$ cat config.mk
export PLATFORM = sky130hd
export DESIGN_NAME = x_feed_ctrl
export DESIGN_NICKNAME = d
export VERILOG_FILES = /design/src/rtl/x_feed_pkg.sv /design/src/rtl/x_skew_gen.sv /design/src/rtl/x_feed_ctrl.sv
export SDC_FILE = /design/constraint.sdc
export NUM_CORES = 1
export LEC_CHECK = 0
export BUFFER_PORTS_ARGS = -buffer_cell sky130_fd_sc_hd__buf_2
export CAP_MARGIN = 10
export CELL_PAD_IN_SITES_DETAIL_PLACEMENT = 0
export CELL_PAD_IN_SITES_GLOBAL_PLACEMENT = 1
export CORE_MARGIN = 2
export CORE_UTILIZATION = 36
export DETAILED_ROUTE_END_ITERATION = 12
export PLACE_DENSITY_LB_ADDON = 0.12
export SLEW_MARGIN = 20
export SYNTH_ARGS = -nofsm -noshare
export SYNTH_HDL_FRONTEND = slang
export SYNTH_SLANG_ARGS = --single-unit
$ cat constraint.sdc
create_clock -name CLK -period 4.1 [get_ports CLK]
set_input_delay 0.82 -clock CLK [delete_from_list [all_inputs] [get_ports CLK]]
set_output_delay 0.82 -clock CLK [all_outputs]
set_load 0.05 [all_outputs]
$ cat src/rtl/x_feed_pkg.sv
// Shared types, default sizes and sizing helpers for the X_REG feed controller.
package x_feed_pkg;

  localparam int X_ROWS  = 8;
  localparam int X_DEPTH = 32;
  localparam int X_DW    = 8;
  localparam int X_AW    = 10;
  localparam int X_LW    = $clog2(X_DEPTH + 1);

  typedef enum logic [1:0] {
    IDLE  = 2'd0,
    LOAD  = 2'd1,
    DRAIN = 2'd2,
    FIN   = 2'd3
  } x_state_e;

  function automatic int len_w(input int depth);
    return $clog2(depth + 1);
  endfunction

  // Drain counter must reach LEN+ROWS-2 for the largest legal LEN.
  function automatic int cnt_w(input int rows, input int depth);
    return $clog2(depth + rows);
  endfunction

  function automatic int clamp_len(input int len, input int depth);
    return (len > depth) ? depth : len;
  endfunction

endpackage

$ cat src/rtl/x_skew_gen.sv
// Skewed per-row drain enables and the matching one-cycle-late row valid flags.
module x_skew_gen
  import x_feed_pkg::*;
#(
  parameter int ROWS = X_ROWS,
  parameter int LW   = X_LW,
  parameter int CW   = cnt_w(X_ROWS, X_DEPTH)
) (
  input  logic            CLK,
  input  logic            RST,
  input  logic [CW-1:0]   c,
  input  logic [LW-1:0]   len,
  input  logic            active,
  output logic [ROWS-1:0] drain_en,
  output logic [ROWS-1:0] row_valid
);

  localparam int XW = CW + 1;

  logic [XW-1:0] c_x;
  logic [XW-1:0] len_x;

  assign c_x   = XW'(c);
  assign len_x = XW'(len);

  // Row r shifts while r <= c < r+LEN.
  always_comb begin
    drain_en = '0;
    for (int r = 0; r < ROWS; r++) begin
      if (active && (c_x >= XW'(r)) && (c_x < (XW'(r) + len_x))) begin
        drain_en[r] = 1'b1;
      end
    end
  end

  // Mirrors the X_REG output register: data shifted out this cycle is on DOUT next cycle.
  always_ff @(posedge CLK) begin
    if (RST) begin
      row_valid <= '0;
    end else begin
      row_valid <= drain_en;
    end
  end

endmodule

$ cat src/rtl/x_feed_ctrl.sv
// Loads one job of activation words into every X_REG row, then drains the rows skewed by row index.
module x_feed_ctrl
  import x_feed_pkg::*;
#(
  parameter int ROWS  = X_ROWS,
  parameter int DEPTH = X_DEPTH,
  parameter int DW    = X_DW,
  parameter int AW    = X_AW,
  parameter int LW    = len_w(DEPTH)
) (
  input  logic                      CLK,
  input  logic                      RST,
  input  logic                      START,
  input  logic [AW-1:0]             BASE_ADDR,
  input  logic [LW-1:0]             LEN,
  output logic                      BUSY,
  output logic                      DONE,
  output logic                      MEM_EN,
  output logic [AW-1:0]             MEM_ADDR,
  input  logic [ROWS*DW-1:0]        MEM_DATA,
  output logic [ROWS-1:0]           XR_EN,
  output logic [ROWS-1:0]           XR_WRITE,
  output logic [$clog2(DEPTH)-1:0]  XR_IDX,
  output logic [ROWS*DW-1:0]        XR_DIN,
  output logic [ROWS-1:0]           ROW_VALID
);

  localparam int IW = $clog2(DEPTH);
  localparam int CW = cnt_w(ROWS, DEPTH);

  localparam logic [1:0] S_IDLE  = IDLE;
  localparam logic [1:0] S_LOAD  = LOAD;
  localparam logic [1:0] S_DRAIN = DRAIN;
  localparam logic [1:0] S_FIN   = FIN;

  logic [1:0]      state_q;
  x_state_e        dbg_state;
  logic [AW-1:0]   addr_q;
  logic [IW-1:0]   k_q;
  logic [LW-1:0]   len_q;
  logic [LW-1:0]   start_len;
  logic            rd_vld_q;
  logic [IW-1:0]   rd_idx_q;
  logic            drain_go_q;
  logic [CW-1:0]   c_q;
  logic [CW-1:0]   c_last;
  logic            drain_active;
  logic [ROWS-1:0] drain_en;

  assign dbg_state = x_state_e'(state_q);
  assign start_len = LW'(clamp_len(int'(LEN), DEPTH));
  assign c_last    = CW'(len_q) + CW'(ROWS - 2);

  // Handshake: START is a request taken only while BUSY=0 (IDLE); a START seen while
  // BUSY=1 is dropped, never queued. Each MEM_EN cycle is a read whose data is consumed
  // exactly one cycle later via the rd_vld_q/rd_idx_q pipe, with no backpressure.
  always_ff @(posedge CLK) begin
    if (RST) begin
      state_q    <= S_IDLE;
      addr_q     <= '0;
      k_q        <= '0;
      len_q      <= '0;
      rd_vld_q   <= 1'b0;
      rd_idx_q   <= '0;
      drain_go_q <= 1'b0;
      c_q        <= '0;
    end else begin
      rd_vld_q <= (state_q == S_LOAD);
      rd_idx_q <= k_q;
      case (state_q)
        S_IDLE: begin
          if (START) begin
            len_q      <= start_len;
            addr_q     <= BASE_ADDR;
            k_q        <= '0;
            c_q        <= '0;
            drain_go_q <= 1'b0;
            state_q    <= (start_len == '0) ? S_FIN : S_LOAD;
          end
        end
        S_LOAD: begin
          addr_q <= addr_q + AW'(1);
          k_q    <= k_q + IW'(1);
          if (LW'(k_q) == (len_q - LW'(1))) begin
            state_q <= S_DRAIN;
          end
        end
        S_DRAIN: begin
          // First DRAIN cycle only carries the final write; the skew counter starts after it.
          if (!drain_go_q) begin
            drain_go_q <= 1'b1;
          end else if (c_q == c_last) begin
            state_q <= S_FIN;
          end else begin
            c_q <= c_q + CW'(1);
          end
        end
        S_FIN: begin
          state_q <= S_IDLE;
        end
        default: begin
          state_q <= S_IDLE;
        end
      endcase
    end
  end

  assign drain_active = (state_q == S_DRAIN) && drain_go_q;

  x_skew_gen #(
    .ROWS (ROWS),
    .LW   (LW),
    .CW   (CW)
  ) u_skew (
    .CLK       (CLK),
    .RST       (RST),
    .c         (c_q),
    .len       (len_q),
    .active    (drain_active),
    .drain_en  (drain_en),
    .row_valid (ROW_VALID)
  );

  assign BUSY     = (dbg_state != IDLE);
  assign DONE     = (dbg_state == FIN);
  assign MEM_EN   = (state_q == S_LOAD);
  assign MEM_ADDR = MEM_EN ? addr_q : '0;
  assign XR_WRITE = {ROWS{rd_vld_q}};
  assign XR_EN    = XR_WRITE | drain_en;
  assign XR_IDX   = rd_vld_q ? rd_idx_q : '0;
  assign XR_DIN   = rd_vld_q ? MEM_DATA : '0;

endmodule
**Word level (Yosys, flattened, before mapping)**

Index checks and enable logic that the tools add are counted.

- Latch bits: 0
- Memories: 0
- Memory bits (writable): 0
- Register bits: 44
- Bits in read-only memories: 0

- Bitwise gates (word level): 1
- Reduce and logical (&&, ||, !) cells: 27
- Equality and inequality tests: 10
- Add/subtract/negate cells: 12
- Multiply operators: 0
- Order comparisons: 17
- Shifts and indexed selects: 0
- Divide/modulo/power cells: 0
- Muxes and demuxes: 28

Operators with widths:

| cell | number |
|---|---|
| 64-bit 2-to-1 mux | 1 |
| 6-bit by 7-bit < comparator with 1-bit output | 7 |
| 3-bit by 6-bit adder with 7-bit output (first input constant) | 4 |
| 6-bit by 3-bit greater-or-equal comparator with 1-bit output (second input constant) | 4 |
| 6-bit 2-to-1 mux | 4 |
| 10-bit 2-to-1 mux | 2 |
| 10-bit case mux with 2 select lines | 1 |
| 1-bit logical AND | 17 |
| 2-bit by 6-bit adder with 7-bit output (first input constant) | 2 |
| 6-bit by 1-bit greater-or-equal comparator with 1-bit output (second input constant) | 2 |
| 6-bit by 2-bit greater-or-equal comparator with 1-bit output (second input constant) | 2 |
| 6-bit case mux with 2 select lines | 1 |
| 10-bit by 1-bit adder with 10-bit output (second input constant) | 1 |
| 2-bit 2-to-1 mux | 5 |
| 5-bit 2-to-1 mux | 2 |
| 5-bit case mux with 2 select lines | 1 |
| 1-bit 2-to-1 mux | 9 |
| 2-bit != test (second input constant) | 4 |
| 8-bit bitwise OR | 1 |
| 2-bit case mux with 4 select lines | 1 |
| 4-bit AND reduction | 2 |
| 1-bit by 6-bit adder with 7-bit output (first input constant) | 1 |
| 6-bit by 1-bit adder with 6-bit output (second input constant) | 1 |
| 6-bit by 3-bit adder with 6-bit output (second input constant) | 1 |
| other kinds (14) | 19 |

**Depth between registers and ports, before layout**

Gate-level depths: netlist of run 1.

- Depth in word-level cells: 6
- Depth in mapped cells: 12
- Gate-level depth less buffers: 11

**Cells and area by module**

From an unflattened synthesis of run 1, not the netlist that was laid out.

- Cell total of the unflattened synthesis: 581
- Area, all modules: 4,398.0 µm²

By module, submodules not included:

| module | times used | area each (µm²) | seq. area each (µm²) | cells each |
|---|---|---|---|---|
| x_feed_ctrl | 1 | 2,710.1 | 720.7 | 363 |
| x_skew_gen | 1 | 1,687.9 | 160.2 | 218 |

**Worst setup path after synthesis of run 1**

OpenSTA, ideal clock, no wires.

- Path kind: reg2out
- From: reg len_q[1]
- To: out XR_EN[1]
- Setup slack: 0.639 ns
- Arrival time: 2.641 ns
- Path buffers: 0
- Cell stages (with the launch flop): 11
- Cell sequence: dfxtp_1 > inv_1 > ha_1 > inv_1 > ha_1 > nor2b_1 > o21a_1 > o21a_1 > o211ai_1 > a22oi_1 > o21bai_1

- Word-level cells in the longest chain between the ends: 5

RTL lines:

| element | line | text |
|---|---|---|
| start: declaration | x_feed_ctrl.sv:40 | `logic [LW-1:0] len_q;` |
| start signal: assignment | x_feed_ctrl.sv:73 | `len_q <= start_len;` |
| 1-bit by 6-bit adder with 7-bit output | x_skew_gen.sv:30 | `if (active && (c_x >= XW'(r)) && (c_x < (XW'(r) + len_x))) begin` |
| 6-bit by 7-bit < comparator with 1-bit output | x_skew_gen.sv:30 |  |
| 1-bit logical AND | x_skew_gen.sv:30 |  |
| 1-bit 2-to-1 mux | x_skew_gen.sv:30 |  |
| 8-bit bitwise OR | x_feed_ctrl.sv:129 | `assign XR_EN = XR_WRITE \| drain_en;` |
| end: declaration | x_feed_ctrl.sv:21 | `output logic [ROWS-1:0] XR_EN,` |

No other way between the ends.

**Worst setup path in the final report of run 1**

- From: reg len_q[1]
- To: out XR_EN[3]

- Word-level cells in the longest chain between the ends: 5

RTL lines:

| element | line |
|---|---|
| 2-bit by 6-bit adder with 7-bit output | x_skew_gen.sv:30 |
| 6-bit by 7-bit < comparator with 1-bit output | x_skew_gen.sv:30 |
| 1-bit logical AND | x_skew_gen.sv:30 |
| 1-bit 2-to-1 mux | x_skew_gen.sv:30 |
| 8-bit bitwise OR | x_feed_ctrl.sv:129 |

No other way between the ends.

==> qor.txt, run 1 <==
final wirelength: 12100 um
Yosys reg bits: 44
synth top area cells: dfxtp_1 (22%), ha_1 (18%), and2_1 (12%)
Post-CTS Hold Fix Bufs: 0
CTS resizes: 0
final instance area: 5210 sq um
Hold Path Class: register to register
RSZ-0062 raised after global routing: no
Syn Nets: 664
fin. max-slew vios: 0
number of DRC markers in iteration 0: 180
final worst-path cycle share: 90.8%
final net count: 829
Final min period: 3.72 ns
post-synth top area cell: dfxtp_1
cell area power density: 465 nW/um^2
die width: 110 um
fmax: 269 MHz
CTS Buf Count: 5
status: complete, no violations
CTS tree: built
Core Area: 10900 sq um
Detailed Routing Iterations Pass 1: 4
Crit Path Max Fanout: 9
VDD IR max: 0.441 mV
# DRC: 0
mean area per synthesized cell: 7.80 sq um
Max Cap Viol: 0
first-pass GRT wire length: 18100 um
initial core utilization: 37.3%
CP Class: register to primary output
antenna violations before repair: 0
crit path capture type: primary output
root buf cell: clkbuf_16
post-synthesis sequential area ratio: 21.6%
slowest stage delay, CP: 0.51 ns
GRT Total Usage: 18.9%
H-tree depth: 2
Clk pin slew, worst setup/hold paths: 0.07 ns
Post-DRT Antenna Nets: 0
Clock Skews: 0.00552 ns
Req. time, crit path: 3.28 ns
Unique masters post-synth: 47
CP max stage cell: dfxtp_1
Buf+Inv Stages, Crit Path: 3
Cells after Synth: 522
hpwl dp: 9590 um
Startpoint Class: register
Avg WL per Cell: 14.7 um
# fillers: 1136
vias in the first global route: 3625
via count: 4034
yosys warns: 0
row count: 38
die area: 12200 sq um
Port Buffers: 188
top_reg_cell synth: dfxtp_1
share of cells above drive strength 1: 30.7%
Reg area: 885 sq um
num ports: 189
Ant. Diodes: 0
Clock Sinks: 44
top cell type's share of synthesized area: 21.6%
Post-DP Area: 5030 sq um
worst-margin pin slew: 0.776 ns
Area Growth Syn to Fin: 27.9%
arrival time worst endpoint: 2.90 ns
max_slew headroom: 48.3%
largest net degree at the start of global routing: 86
area of the multi-input gates: 2930 sq um
Die H: 110 um
Post-CTS Setup Repair Bufs: 0
GP Congestion: 0.887
maximum clock insertion buffer count: 2
setup violators final: 0
CP top delay family: compound AO/OA/AOI/OAI gates
cell chain of the critical path: inv_1 -> ha_1 -> xnor2_1 -> inv_1 -> ha_1 -> o21a_1 -> o21a_1 -> o211ai_1 -> a22oi_1 -> o21bai_1 -> buf_2
final hold vios: 0
area of the mapped netlist: 4070 sq um
vias per cell: 4.87
Post-synth EDFFs: 0
leakage: 0.00266 uW
global route overflow: 0
Synth async-reset ratio: 0%
setup_tns: 0 ns
Clk Latency, worst-skew pair: 0.29 ns
## flip-flops by register name, summed over array words and instances, names as in the netlist
| name | flops |
|---|---|
| drain_go_q | 1 |
| rd_idx_q | 5 |
| k_q | 5 |
| c_q | 6 |
| rd_vld_q | 1 |
| dbg_state | 2 |
| addr_q | 10 |
| len_q | 6 |
| u_skew.row_valid | 8 |
## cell usage after synthesis, drive strengths merged, types with 2 or more instances
library cell,n
and2,80
ha,59
nor2,45
dfxtp,44
nand2,39
a21oi,38
xnor2,25
buf,20
inv,20
o21ai,16
clkbuf,14
nand3,12
nor3,12
o21a,12
xor2,11
nor2b,10
nand2b,9
o21bai,9
o211ai,7
a22oi,6
nand4,6
a211oi,5
nor3b,5
a21boi,2
a21o,2
mux2i,2
o2111ai,2
o2bb2ai,2
## worst paths after layout
kind | start | end | slack (ns) | cells past startpoint
worst max-delay path | len_q[1] | XR_EN[3] | 0.38 | 11
worst min-delay path | addr_q[9] | addr_q[9] | 0.46 | 2
worst max register to register | len_q[1] | c_q[4] | 1.32 | 11
worst min register to register | addr_q[9] | addr_q[9] | 0.46 | 2
## cell families after synthesis
family	count (synthesis)	share of synthesized area [%]
simple gates	222	28.7
compound gates	104	16.6
fa+ha+maj	59	18.1
buf+inv	54	6.42
flops	44	21.6
xor+xnor	36	7.74
mux	3	0.768
## report_power, final
group          switching, uW  internal [uW]  leakage (uW)
sequential               101            483      0.000358
clock                    180            290     0.0000804
combinational            986            382       0.00222
total                   1270           1160       0.00266
## layout make-up
cell class                      count  share of cell area (%)
Multi-Input combinational cell    424                    56.3
Clock inverter                      3                   0.889
Timing Repair Buffer              192                    18.6
Clock buffer                        5                    2.40
Inverter                           20                    1.44
Tap cell                          140                    3.36
Sequential cell                    44                    17.0
## cell usage in the layout (no fill, tap or decap), types with 2 or more instances in the layout
| cell | netlist | final |
|---|---|---|
| a21oi_1 | 37 | 37 |
| and2_1 | 80 | 80 |
| nor3b_1 | 5 | 5 |
| xor2_1 | 11 | 11 |
| o2111ai_1 | 2 | 2 |
| a22oi_1 | 5 | 5 |
| xnor2_1 | 25 | 25 |
| a21o_1 | 2 | 2 |
| nor2_1 | 45 | 45 |
| ha_1 | 59 | 59 |
| nand2_1 | 39 | 39 |
| inv_1 | 16 | 16 |
| buf_2 | 5 | 188 |
| o21ai_0 | 7 | 7 |
| o21bai_1 | 9 | 9 |
| o211ai_1 | 7 | 7 |
| o21ai_1 | 8 | 8 |
| nand4_1 | 6 | 6 |
| clkbuf_16 | 0 | 5 |
| a211oi_1 | 5 | 5 |
| dfxtp_1 | 44 | 43 |
| buf_4 | 10 | 4 |
| mux2i_1 | 2 | 2 |
| nor2b_1 | 10 | 10 |
| nand2b_1 | 9 | 9 |
| nand3_1 | 11 | 11 |
| o21a_1 | 12 | 12 |
| o2bb2ai_1 | 2 | 2 |
| nor3_1 | 11 | 11 |
| inv_2 | 4 | 4 |
## per-stage QoR
stage | cells | setup WS [ns] | hold WS (ns) | total power, uW | utilization (%)
3_3_place_gp | 820 | 0.813 | 0.450 | 1960 | 46.0
4_1_cts | 828 | 0.387 | 0.470 | 2440 | 47.6
2_1_floorplan | 522 | 0.639 | 0.441 | 1680 | -
6_report | 828 | 0.378 | 0.465 | 2420 | 47.6
5_1_grt | 828 | 0.143 | 0.499 | 2590 | 47.6
3_5_place_dp | 820 | 0.709 | 0.461 | 1970 | 46.0
## worst min-delay path: stages (launching register included)
cell and delay (ns):
dfxtp_1 0.32, nand2_1 0.05, a21oi_1 0.05
## per-layer routing
| metal | track usage [%] | up-vias | part of all wire [%] |
|---|---|---|---|
| li1 | - | 2085 | - |
| met4 | 3.21 | 0 | 0.66 |
| met5 | 0 | - | 0 |
| met2 | 33.3 | 109 | 48 |
| met3 | 2.41 | 6 | 5.8 |
| met1 | 25.1 | 1834 | 45 |
No activity file was read; power rests on OpenSTA's default activity.
==> inputs of run 2 (changes only) <==
--- a/config.mk
+++ b/config.mk
@@ -13,6 +13,7 @@
 export CORE_UTILIZATION = 36
 export DETAILED_ROUTE_END_ITERATION = 12
 export PLACE_DENSITY_LB_ADDON = 0.12
+export RECOVER_POWER = 25
 export SLEW_MARGIN = 20
 export SYNTH_ARGS = -nofsm -noshare
 export SYNTH_HDL_FRONTEND = slang
==> qor.txt, run 2 (synthesis results as in run 1) <==
status: finished with violations
failing checks: max-capacitance violations, max-slew violations
crit path capture type: primary output
row count: 38 (unchanged)
slowest stage delay, CP: 0.51 ns (about the same)
leakage: 0.00258 uW (-3.0%)
Clock Skews: 0.00568 ns (+0.000153 ns)
fin. max-slew vios: 127 (+127)
hpwl dp: 9590 um (unchanged)
Total Power: 2420 uW (about the same)
maximum clock insertion buffer count: 2 (unchanged)
commonest non-fill, non-tap cell in the layout: buf_2
cell chain of the critical path: inv_1 -> ha_1 -> xnor2_1 -> inv_1 -> ha_1 -> o21a_1 -> o21a_1 -> o211ai_1 -> a22oi_1 -> o21bai_1 -> buf_2
first-pass GRT wire length: 18100 um (unchanged)
final instance area: 5180 sq um (-0.53%)
RSZ-0062 raised after global routing: no
sw frac: 52.4% (+0.076 points)
final wirelength: 12200 um (+0.12%)
initial core utilization: 37.3% (unchanged)
VDD IR max: 0.431 mV (-2.5%)
Crit Path Max Fanout: 9 (unchanged)
Final min period: 3.72 ns (+0.000221 ns)
Detailed Routing Iterations Pass 1: 4 (unchanged)
largest net degree at the start of global routing: 86 (unchanged)
Clk pin slew, worst setup/hold paths: 0.07 ns (about the same)
die width: 110 um (unchanged)
Net Switching: 1270 uW (about the same)
GRT Total Usage: 18.9% (unchanged)
setup_tns: 0 ns (unchanged)
arrival time worst endpoint: 2.90 ns (about the same)
Avg WL per Cell: 14.7 um (+0.12%)
GP Congestion: 0.887 (unchanged)
worst-margin pin slew: 1.85 ns (+1.08 ns)
Startpoint Class: register
max FFs per register: 10 (unchanged)
Hold Path Class: register to register
Post-CTS Setup Repair Bufs: 0 (unchanged)
Post-DRT Antenna Nets: 0 (unchanged)
commonest non-fill, non-tap cells in the layout: buf_2 (169), and2_1 (80), ha_1 (59), nor2_1 (45), dfxtp_1 (44)
num ports: 189 (unchanged)
root buf cell: clkbuf_16
Core Area: 10900 sq um (unchanged)
Final Util: 47.4% (-0.25 points)
antenna violations before repair: 0 (unchanged)
vias per cell: 4.86 (-0.15%)
Port Buffers: 188 (unchanged)
cell area power density: 467 nW/um^2 (+0.46%)
CTS resizes: 0 (unchanged)
Max Cap Viol: 2 (+2)
Largest Register: addr_q
Die H: 110 um (unchanged)
H-tree depth: 2 (unchanged)
share of cells above drive strength 1: 27.8% (-2.9 points)
CTS Buf Count: 5 (unchanged)
fmax: 269 MHz (about the same)
setup violators final: 0 (unchanged)
pre-CTS WS: 0.709 ns (unchanged)
Post-CTS Hold Fix Bufs: 0 (unchanged)
final worst-path cycle share: 90.8% (about the same)
Comb pwr share: 56.5% (about the same)
vias in the first global route: 3625 (unchanged)
die area: 12200 sq um (unchanged)
Req. time, crit path: 3.28 ns (about the same)
Setup WS post-layout: 0.377 ns (-0.000221 ns)
top flop regs: addr_q: 10 flops, u_skew.row_valid: 8 flops
CP max stage cell: dfxtp_1
CP Class: register to primary output
Seq pwr share: 24.1% (about the same)
max_slew headroom: -23.6% (-72 points)
final net count: 829 (unchanged)
final hold vios: 0 (unchanged)
Clock Sinks: 44 (unchanged)
Clk Latency, worst-skew pair: 0.29 ns (about the same)
global route overflow: 0 (unchanged)
Ant. Diodes: 0 (unchanged)
# DRC: 0 (unchanged)
number of DRC markers in iteration 0: 196 (+8.9%)
Post-DP Area: 5030 sq um (unchanged)
Area Growth Syn to Fin: 27.2%
CTS tree: built
P_int: 1150 uW (-0.23%)
clock network power share: 19.4% (about the same)
via count: 4028 (-0.15%)
==> run 2: area by class of cell <==
class	instances	area, sq um
clock inverter	3	46.3
clock buffer	5	125
multi-input combinational	424	2930
sequential	44	881
fill	1153	5750
timing repair buffer	192	947
tap	140	175
inverter	20	75.1
==> run 2: power groups by stage <==
stage                     Clock [uW]  Sequential, uW  Combinational [uW]
final                            470             583                1370
after global routing             498             603                1490
after CTS                        476             586                1380
after detailed placement           0             596                1380
after global placement             0             592                1360
after floorplan                    0             538                1140
==> run 2: routing by layer <==
layer	GRT usage, %	up-vias	part of all wire [%]
met5	0	-	0
met4	3.21	0	0.66
met3	2.41	6	5.8
met2	33.3	109	48
met1	25.1	1828	45
li1	-	2085	-
==> run 2: worst paths after layout <==
path,startpoint,to,slack (ns),cells past startpoint
max,len_q[1],XR_EN[3],0.38,11
min,addr_q[9],addr_q[9],0.46,2
max reg2reg,len_q[1],c_q[4],1.32,11
min reg2reg,addr_q[9],addr_q[9],0.46,2
==> run 2: metrics by stage <==
| stage | hold slack, ns | std cells |
|---|---|---|
| after floorplan | 0.441 | 522 |
| after global placement | 0.450 | 820 |
| after detailed placement | 0.461 | 820 |
| after CTS | 0.470 | 828 |
| after global routing | 0.499 | 828 |
| final | 0.464 | 828 |
==> run 2: critical path, delay by kind of cell (launching register included) <==
family	cells	cell delay, ns
compound gates	5	0.67
fa+ha+maj	2	0.61
buf+inv	3	0.56
flops	1	0.51
xor+xnor	1	0.25
